`config.mk`:
```
export PLATFORM = sky130hd
export DESIGN_NAME = keypad_emulator
export DESIGN_NICKNAME = d
export VERILOG_FILES = /design/src/rtl/keypad_emulator.sv
export SDC_FILE = /design/constraint.sdc
export NUM_CORES = 1
export LEC_CHECK = 0
export ABC_AREA = 1
export BUFFER_PORTS_ARGS = -buffer_cell sky130_fd_sc_hd__buf_2
export CORE_MARGIN = 3
export CORE_UTILIZATION = 35
export CTS_CLUSTER_SIZE = 40
export DETAILED_ROUTE_END_ITERATION = 10
export GPL_TIMING_DRIVEN = 0
export PLACE_DENSITY = 0.55
export SYNTH_ARGS = -nofsm -noshare
export SYNTH_HDL_FRONTEND = slang
export SYNTH_SLANG_ARGS = --single-unit
export TNS_END_PERCENT = 5
```
`constraint.sdc`:
```
create_clock -name clk -period 1.4 [get_ports clk]
set_input_delay 0.21 -clock clk [delete_from_list [all_inputs] [get_ports clk]]
set_output_delay 0.21 -clock clk [all_outputs]
set_load 0.01 [all_outputs]
```
`src/rtl/keypad_emulator.sv`:
```
// Matrix keypad stand-in: pulls the selected active-low column low while the
// selected row is driven low and the virtual contact is closed, with contact bounce.
module keypad_emulator #(
    parameter int HOLD_CYCLES  = 5000000,
    parameter int BOUNCE_STEP  = 20000,
    parameter int BOUNCE_COUNT = 6
) (
    input  logic       clk,
    input  logic       reset_n,
    input  logic [3:0] key_code,
    input  logic       press,
    output logic       busy,
    output logic       done,
    input  logic [3:0] linhaN,
    output logic [3:0] colunaN
);

    localparam int CNT_MAX = (HOLD_CYCLES > BOUNCE_STEP) ? HOLD_CYCLES : BOUNCE_STEP;
    localparam int CW      = $clog2(CNT_MAX + 1);
    localparam int TW      = (BOUNCE_COUNT > 1) ? $clog2(BOUNCE_COUNT) : 1;

    localparam logic [CW-1:0] HOLD_LAST = CW'(HOLD_CYCLES - 1);
    localparam logic [CW-1:0] STEP_LAST = CW'(BOUNCE_STEP - 1);
    localparam logic [TW-1:0] TOG_LAST  = TW'((BOUNCE_COUNT > 0) ? BOUNCE_COUNT - 1 : 0);

    typedef enum logic [2:0] {
        S_IDLE,
        S_BOUNCE_IN,
        S_HOLD,
        S_BOUNCE_OUT,
        S_DONE
    } state_t;

    state_t          state_q, state_d;
    logic [CW-1:0]   cnt_q, cnt_d;
    logic [TW-1:0]   tog_q, tog_d;
    logic            contact_q, contact_d;
    logic            busy_q, busy_d;
    logic            done_q, done_d;
    logic [1:0]      row_q, row_d;
    logic [1:0]      col_q, col_d;
    logic [3:0]      coluna_q, coluna_d;

    // Returns {row, col} for a key code, matching the scanner's decode table.
    function automatic logic [3:0] key_map(input logic [3:0] code);
        logic [3:0] rc;
        case (code)
            4'h1:    rc = {2'd0, 2'd0};
            4'h2:    rc = {2'd0, 2'd1};
            4'h3:    rc = {2'd0, 2'd2};
            4'hA:    rc = {2'd0, 2'd3};
            4'h4:    rc = {2'd1, 2'd0};
            4'h5:    rc = {2'd1, 2'd1};
            4'h6:    rc = {2'd1, 2'd2};
            4'hB:    rc = {2'd1, 2'd3};
            4'h7:    rc = {2'd2, 2'd0};
            4'h8:    rc = {2'd2, 2'd1};
            4'h9:    rc = {2'd2, 2'd2};
            4'hC:    rc = {2'd2, 2'd3};
            4'hF:    rc = {2'd3, 2'd0};
            4'h0:    rc = {2'd3, 2'd1};
            4'hE:    rc = {2'd3, 2'd2};
            default: rc = {2'd3, 2'd3};
        endcase
        return rc;
    endfunction

    always_comb begin
        state_d   = state_q;
        cnt_d     = cnt_q;
        tog_d     = tog_q;
        contact_d = contact_q;
        busy_d    = busy_q;
        done_d    = 1'b0;
        row_d     = row_q;
        col_d     = col_q;

        case (state_q)
            S_IDLE: begin
                if (press) begin
                    {row_d, col_d} = key_map(key_code);
                    busy_d    = 1'b1;
                    contact_d = 1'b1;
                    cnt_d     = '0;
                    tog_d     = '0;
                    state_d   = (BOUNCE_COUNT == 0) ? S_HOLD : S_BOUNCE_IN;
                end
            end

            // Both bounce phases begin closed and alternate every step; the exit
            // toggle lands on the phase's resting level (closed in, open out).
            S_BOUNCE_IN, S_BOUNCE_OUT: begin
                if (cnt_q == STEP_LAST) begin
                    cnt_d = '0;
                    if (tog_q == TOG_LAST) begin
                        tog_d = '0;
                        if (state_q == S_BOUNCE_IN) begin
                            contact_d = 1'b1;
                            state_d   = S_HOLD;
                        end else begin
                            contact_d = 1'b0;
                            busy_d    = 1'b0;
                            done_d    = 1'b1;
                            state_d   = S_DONE;
                        end
                    end else begin
                        tog_d     = tog_q + TW'(1);
                        contact_d = ~contact_q;
                    end
                end else begin
                    cnt_d = cnt_q + CW'(1);
                end
            end

            S_HOLD: begin
                if (cnt_q == HOLD_LAST) begin
                    cnt_d = '0;
                    if (BOUNCE_COUNT == 0) begin
                        contact_d = 1'b0;
                        busy_d    = 1'b0;
                        done_d    = 1'b1;
                        state_d   = S_DONE;
                    end else begin
                        state_d = S_BOUNCE_OUT;
                    end
                end else begin
                    cnt_d = cnt_q + CW'(1);
                end
            end

            S_DONE: begin
                state_d = S_IDLE;
            end

            default: begin
                state_d   = S_IDLE;
                contact_d = 1'b0;
                busy_d    = 1'b0;
                cnt_d     = '0;
                tog_d     = '0;
            end
        endcase
    end

    genvar gi;
    generate
        for (gi = 0; gi < 4; gi++) begin : g_col
            assign coluna_d[gi] = ~(contact_q && !linhaN[row_q] && (col_q == 2'(gi)));
        end
    endgenerate

    always_ff @(posedge clk or negedge reset_n) begin
        if (!reset_n) begin
            state_q   <= S_IDLE;
            cnt_q     <= '0;
            tog_q     <= '0;
            contact_q <= 1'b0;
            busy_q    <= 1'b0;
            done_q    <= 1'b0;
            row_q     <= 2'd0;
            col_q     <= 2'd0;
            coluna_q  <= 4'hF;
        end else begin
            state_q   <= state_d;
            cnt_q     <= cnt_d;
            tog_q     <= tog_d;
            contact_q <= contact_d;
            busy_q    <= busy_d;
            done_q    <= done_d;
            row_q     <= row_d;
            col_q     <= col_d;
            coluna_q  <= coluna_d;
        end
    end

    assign busy    = busy_q;
    assign done    = done_q;
    assign colunaN = coluna_q;

endmodule

```
# ---- After elaboration in Yosys (flattened, before gate mapping)
# Memories as Yosys holds them, arrays and structs flattened. A register that Yosys moved wholly into a read port is not among the register bits.
# Cells that the tools add are included.
dict set report totals {
  ff_bits 36
  romBits 64
  input_bits 11
  elab_cells 78
  mem_count 1
}
dict set report classes {
  addsub 2
  order_cmp 1
  eq_ne 15
  n_mux 29
  bitwise 7
  n_reduce_logical 16
}
# name depth width rd rd_ports_with_merged_regs wr line
set mem_list {}
lappend mem_list {{(name not given)} 16 4 1 1 0 47} ;# case (code)
# op n
set op_table {}
lappend op_table {{$pmux 23 s4} 1}
lappend op_table {{$mux 23} 3}
lappend op_table {{$mux 3} 8}
lappend op_table {{$add 23x1->23 const B} 1}
lappend op_table {{$eq 23x15->1 const B} 1}
lappend op_table {{$eq 23x23->1 const B} 1}
lappend op_table {{$pmux 3 s3} 2}
lappend op_table {{$mux 1} 12}
lappend op_table {{$ne 2x2->1 const B} 5}
lappend op_table {{$not 1->1} 7}
lappend op_table {{$eq 3x2->1 const B} 2}
lappend op_table {{$eq 3x3->1 const B} 2}
lappend op_table {{$pmux 1 s3} 2}
lappend op_table {{$logic_and 1x1->1} 5}
lappend op_table {{$reduce_and 5->1} 1}
lappend op_table {{$eq 2x2->1 const B} 2}
lappend op_table {{$reduce_and 2->1} 2}
lappend op_table {{$reduce_and 4->1} 1}
lappend op_table {{$reduce_or 2->1} 2}
lappend op_table {{$add 3x1->3 const B} 1}
lappend op_table {{$eq 3x1->1 const B} 1}
lappend op_table {{$logic_not 3->1} 1}
lappend op_table {{$lt 2x3->1 const B} 1}
lappend op_table {{$reduce_and 3->1} 1}
lappend op_table {{4 further kinds} 5}

# ---- Longest topological paths before layout
dict set report logic_depth {
  ltp_word 6
  depth_mapped 11
  mapped_depth_nobuf 11
}

# ---- Worst setup path before layout
# OpenSTA, ideal clock, no wires.
dict set report synth_timing {
  path_kind {reg-to-reg}
  startpoint {reg cnt_q[0]}
  endpoint {reg cnt_q[6]}
  arrival_ps 1311
  setup_slack_ps -34
  stages_incl_launch_ff 12
  path_buffers 1
  cell_sequence {dfrtp_1 ha_1 nand2_1 inv_1 nand2_2 nor2_2 nand3_1 nand2_2 nand3_4 inv_2 buf_8 nor2_2}
}
dict set report synth_via {
  elab_chain_cells 3
  elab_cells_between_ends 6
}
# element line
set synth_rtl {}
lappend synth_rtl {{from (decl)} 35} ;# logic [CW-1:0] cnt_q, cnt_d;
lappend synth_rtl {{from (signal assigned)} 165} ;# cnt_q <= cnt_d;
lappend synth_rtl {{$add 23x1->23, or another cell as far along} {111, 127}}
lappend synth_rtl {{$mux 23, on equally long branches} {116, 93}}
lappend synth_rtl {{$pmux 23 s4 (*)} 78} ;# case (state_q)
# Mark *: on every way between the ends. The rest lies on a longest branch, timed or not.
# A chain may end at the register's enable or synchronous reset.

# ---- Worst setup path after layout
dict set report layout_timing {
  startpoint {reg cnt_q[1]}
  endpoint {reg cnt_q[6]}
}
# The elaborated chain is that of the path after synthesis.

==> impl_metrics.py <==
metrics = {
    "logic_synthesis": {
        "synthTopCellsByArea": "dfrtp_1 38%, nand2_1 16%, nor2_1 8.1%",
        "yosysTopAreaCell": "dfrtp_1",
        "synth_ff_type": "dfrtp_1",
        "synth-edff-count": 0,
        "yosysSeqAreaShare": 0.419,
        "async_flop_share": 1.00,
        "yosys_register_bits": 40,
        "synth.distinct_cells": 28,
        "yosys.area.top_type_share": 0.375,
        "syn-cell-area_mm2": 0.00240,
        "synth_commonest_cells": "101 x nand2_1, 52 x nor2_1, 36 x dfrtp_1, 36 x inv_1, 31 x nand3_1",
        "syn_area_per_cell_um2": 7.07,
        "synth.most_common_cell": "nand2_1",
        "synth_nets": 352,
        "ys_warn_count": 0,
        "netlist_instances": 340,
    },
    "power": {
        "power.leakage_nw": 1.37,
        "totalPowerFinal_mw": 4.44,
        "powerDensity_mw_per_mm2": 1540,
        "irDropWorstVdd_mv": 0.620,
    },
    "setup_path": {
        "path_class": "flop to flop",
        "cp-end-kind": "flop",
        "worst_path_most_repeated_cell": "nand3_1",
        "critPathLaunchType": "flop",
        "cp.required_ns": 1.59,
        "crit_start": "cnt_q[1]",
        "r2r_start": "cnt_q[1]",
        "worst_ep_arrival_time_ns": 1.69,
        "path_cells": "ha_4 > nand3_1 > nor2_1 > nand3_1 > nand2_2 > nand3_4 > inv_2 > buf_8 > nor2_2",
        "path_max_fanout": 10,
        "cp_slowest_cell": "dfrtp_1",
        "cpPeakStageDelay_ns": 0.42,
        "regToRegSetupSlack_ns": -0.11,
    },
    "final_layout": {
        "finalCoreUtilization": 0.443,
        "fin_area_mm2": 0.00288,
        "drive_gt1_frac": 0.241,
        "fin_nets": 381,
        "syn2layout_area_growth_pct": 19.8,
        "multi_input_comb_area_mm2": 0.00133,
        "antenna_cells": 0,
        "nFillCells": 671,
        "ff_latch_area_mm2": 0.00101,
        "finalNonFillerCells": 447,
    },
    "clock_tree": {
        "clk_latency_ns": 0.30,
        "clk_pin_slew_ns": 0.08,
        "cts-root-buf": "clkbuf_8",
        "clock-sinks": 40,
        "h-tree-depth": 2,
        "numCtsBuffers": 5,
        "cts_tree": "built",
        "clock_path_buffers": 2,
        "ctsHoldBuffers": 0,
    },
    "detailed_routing": {
        "vias": 2172,
        "drt-initial-drc-count": 47,
        "wl_per_cell_um": 12.3,
        "drc_errors": 0,
        "first_pass_iters": 5,
        "vias_per_cell": 4.86,
        "wl_um": 5490,
        "postRouteAntennaNets": 0,
    },
    "global_route": {
        "use_met1": 0.232,
        "antenna_found_initial": 0,
        "grt_overflow": 0,
        "grtUsageMet2": 0.240,
        "grt_first_pass_wirelength_um": 9850,
        "grt_max_degree": 41,
        "grt_pass1_vias": 2060,
        "top_usage_layer": "met2",
        "use_met3": 0.0307,
        "globalRouteTotalUtil": 0.160,
    },
    "floorplan": {
        "ioPinCount": 17,
        "fp-row-count": 29,
        "fp.coreArea_mm2": 0.00649,
        "start_util": 0.370,
        "die_h_um": 88.8,
        "dieWidth_um": 88.8,
        "dieArea_mm2": 0.00789,
    },
    "sta": {
        "hold_violations": 0,
        "finalCritPeriodShare": 1.08,
        "skew_ns": 0.00913,
        "worst_pin_slew_ns": 0.891,
        "fin_ws_ns": -0.107,
        "slew_headroom": 0.406,
        "rsz0062_at_grt": "true",
        "fmax_ghz": 0.664,
        "tns_ns": -2.35,
        "setup_viol": 28,
        "timing.hold.ws_ns": 0.0363,
        "finalCriticalPeriod_ns": 1.51,
        "drv_slew": 0,
    },
    "flow_run": {
        "maxCapViolCount": 0,
    },
    "placement": {
        "dp.cells": 433,
        "io_buffers": 16,
        "dp_slack_ns": -0.236,
        "placed_area_mm2": 0.00259,
        "place_congestion": 0.840,
        "hpwl_um": 4000,
    },
    "outcome": {
        "status": "finished, violations left",
        "violations": "setup timing",
    },
    "min_path": {
        "hp-class": "input port to async pin",
    },
}
area by class of cell:
class	count	area share
Timing Repair Buffer	22	0.0448
Inverter	41	0.0535
Multi-Input combinational cell	256	0.463
Buffer	3	0.0122
Tap cell	77	0.0335
Clock buffer	6	0.0287
Sequential cell	40	0.351
Clock inverter	2	0.0135
routing by layer:
layer,vias to the layer above,share of wire
met3,6,0.031
met2,30,0.46
met1,1005,0.49
li1,1131,-
met4,0,0.015
met5,-,0
worst max-delay path, delay by kind of cell (launching register included):
| kind | cells | cell delay (ns) |
|---|---|---|
| simple gates | 6 | 0.59 |
| fa+ha+maj | 1 | 0.17 |
| flops | 1 | 0.42 |
| buf+inv | 2 | 0.23 |
cell families after synthesis:
group | share of synthesized area
flip-flops | 0.419
buffers and inverters | 0.0771
AO/OA/AOI/OAI | 0.0615
adder cells (fa/ha/maj) | 0.00521
AND/OR/NAND/NOR | 0.405
XOR/XNOR | 0.0328
registers in the layout (all words and copies together), names as in the netlist:
name,count
done,1
state_q,3
tog_q,3
contact_q,1
cnt_q,23
col_q,2
colunaN,4
busy,1
row_q,2
worst paths after layout:
| kind | endpoint | cells after the start |
|---|---|---|
| min in group clk | col_q[0] | 4 |
| setup / recovery | cnt_q[6] | 9 |
| hold / removal | cnt_q[8] | 1 |
| setup reg to reg | cnt_q[6] | 9 |
| max in group asynchronous | cnt_q[5] | 1 |
| hold reg to reg | colunaN[1] | 1 |
repair_timing:
action | CTS | global route
buffers inserted | 5 | 1
pin swaps | 6 | 1
setup endpoints to repair | 30 | 35
resized for setup | 16 | 20
where the power goes:
group	internal, mW	switching (mW)	total [mW]	leakage (nW)
registers	1.40	0.210	1.61	0.519
clock network	0.583	0.429	1.01	0.0614
logic	0.705	1.11	1.82	0.791
placed cells by master (no fill, tap or decap), drive strengths merged, types with 4 or more instances in the layout:
cell type,count
a21oi,4
buf,25
clkbuf,6
dfrtp,36
dfstp,4
inv,41
nand2,105
nand3,34
nand4,9
nor2,66
o21ai,14
xor2,9
No activity file was read; power rests on OpenSTA's default activity.
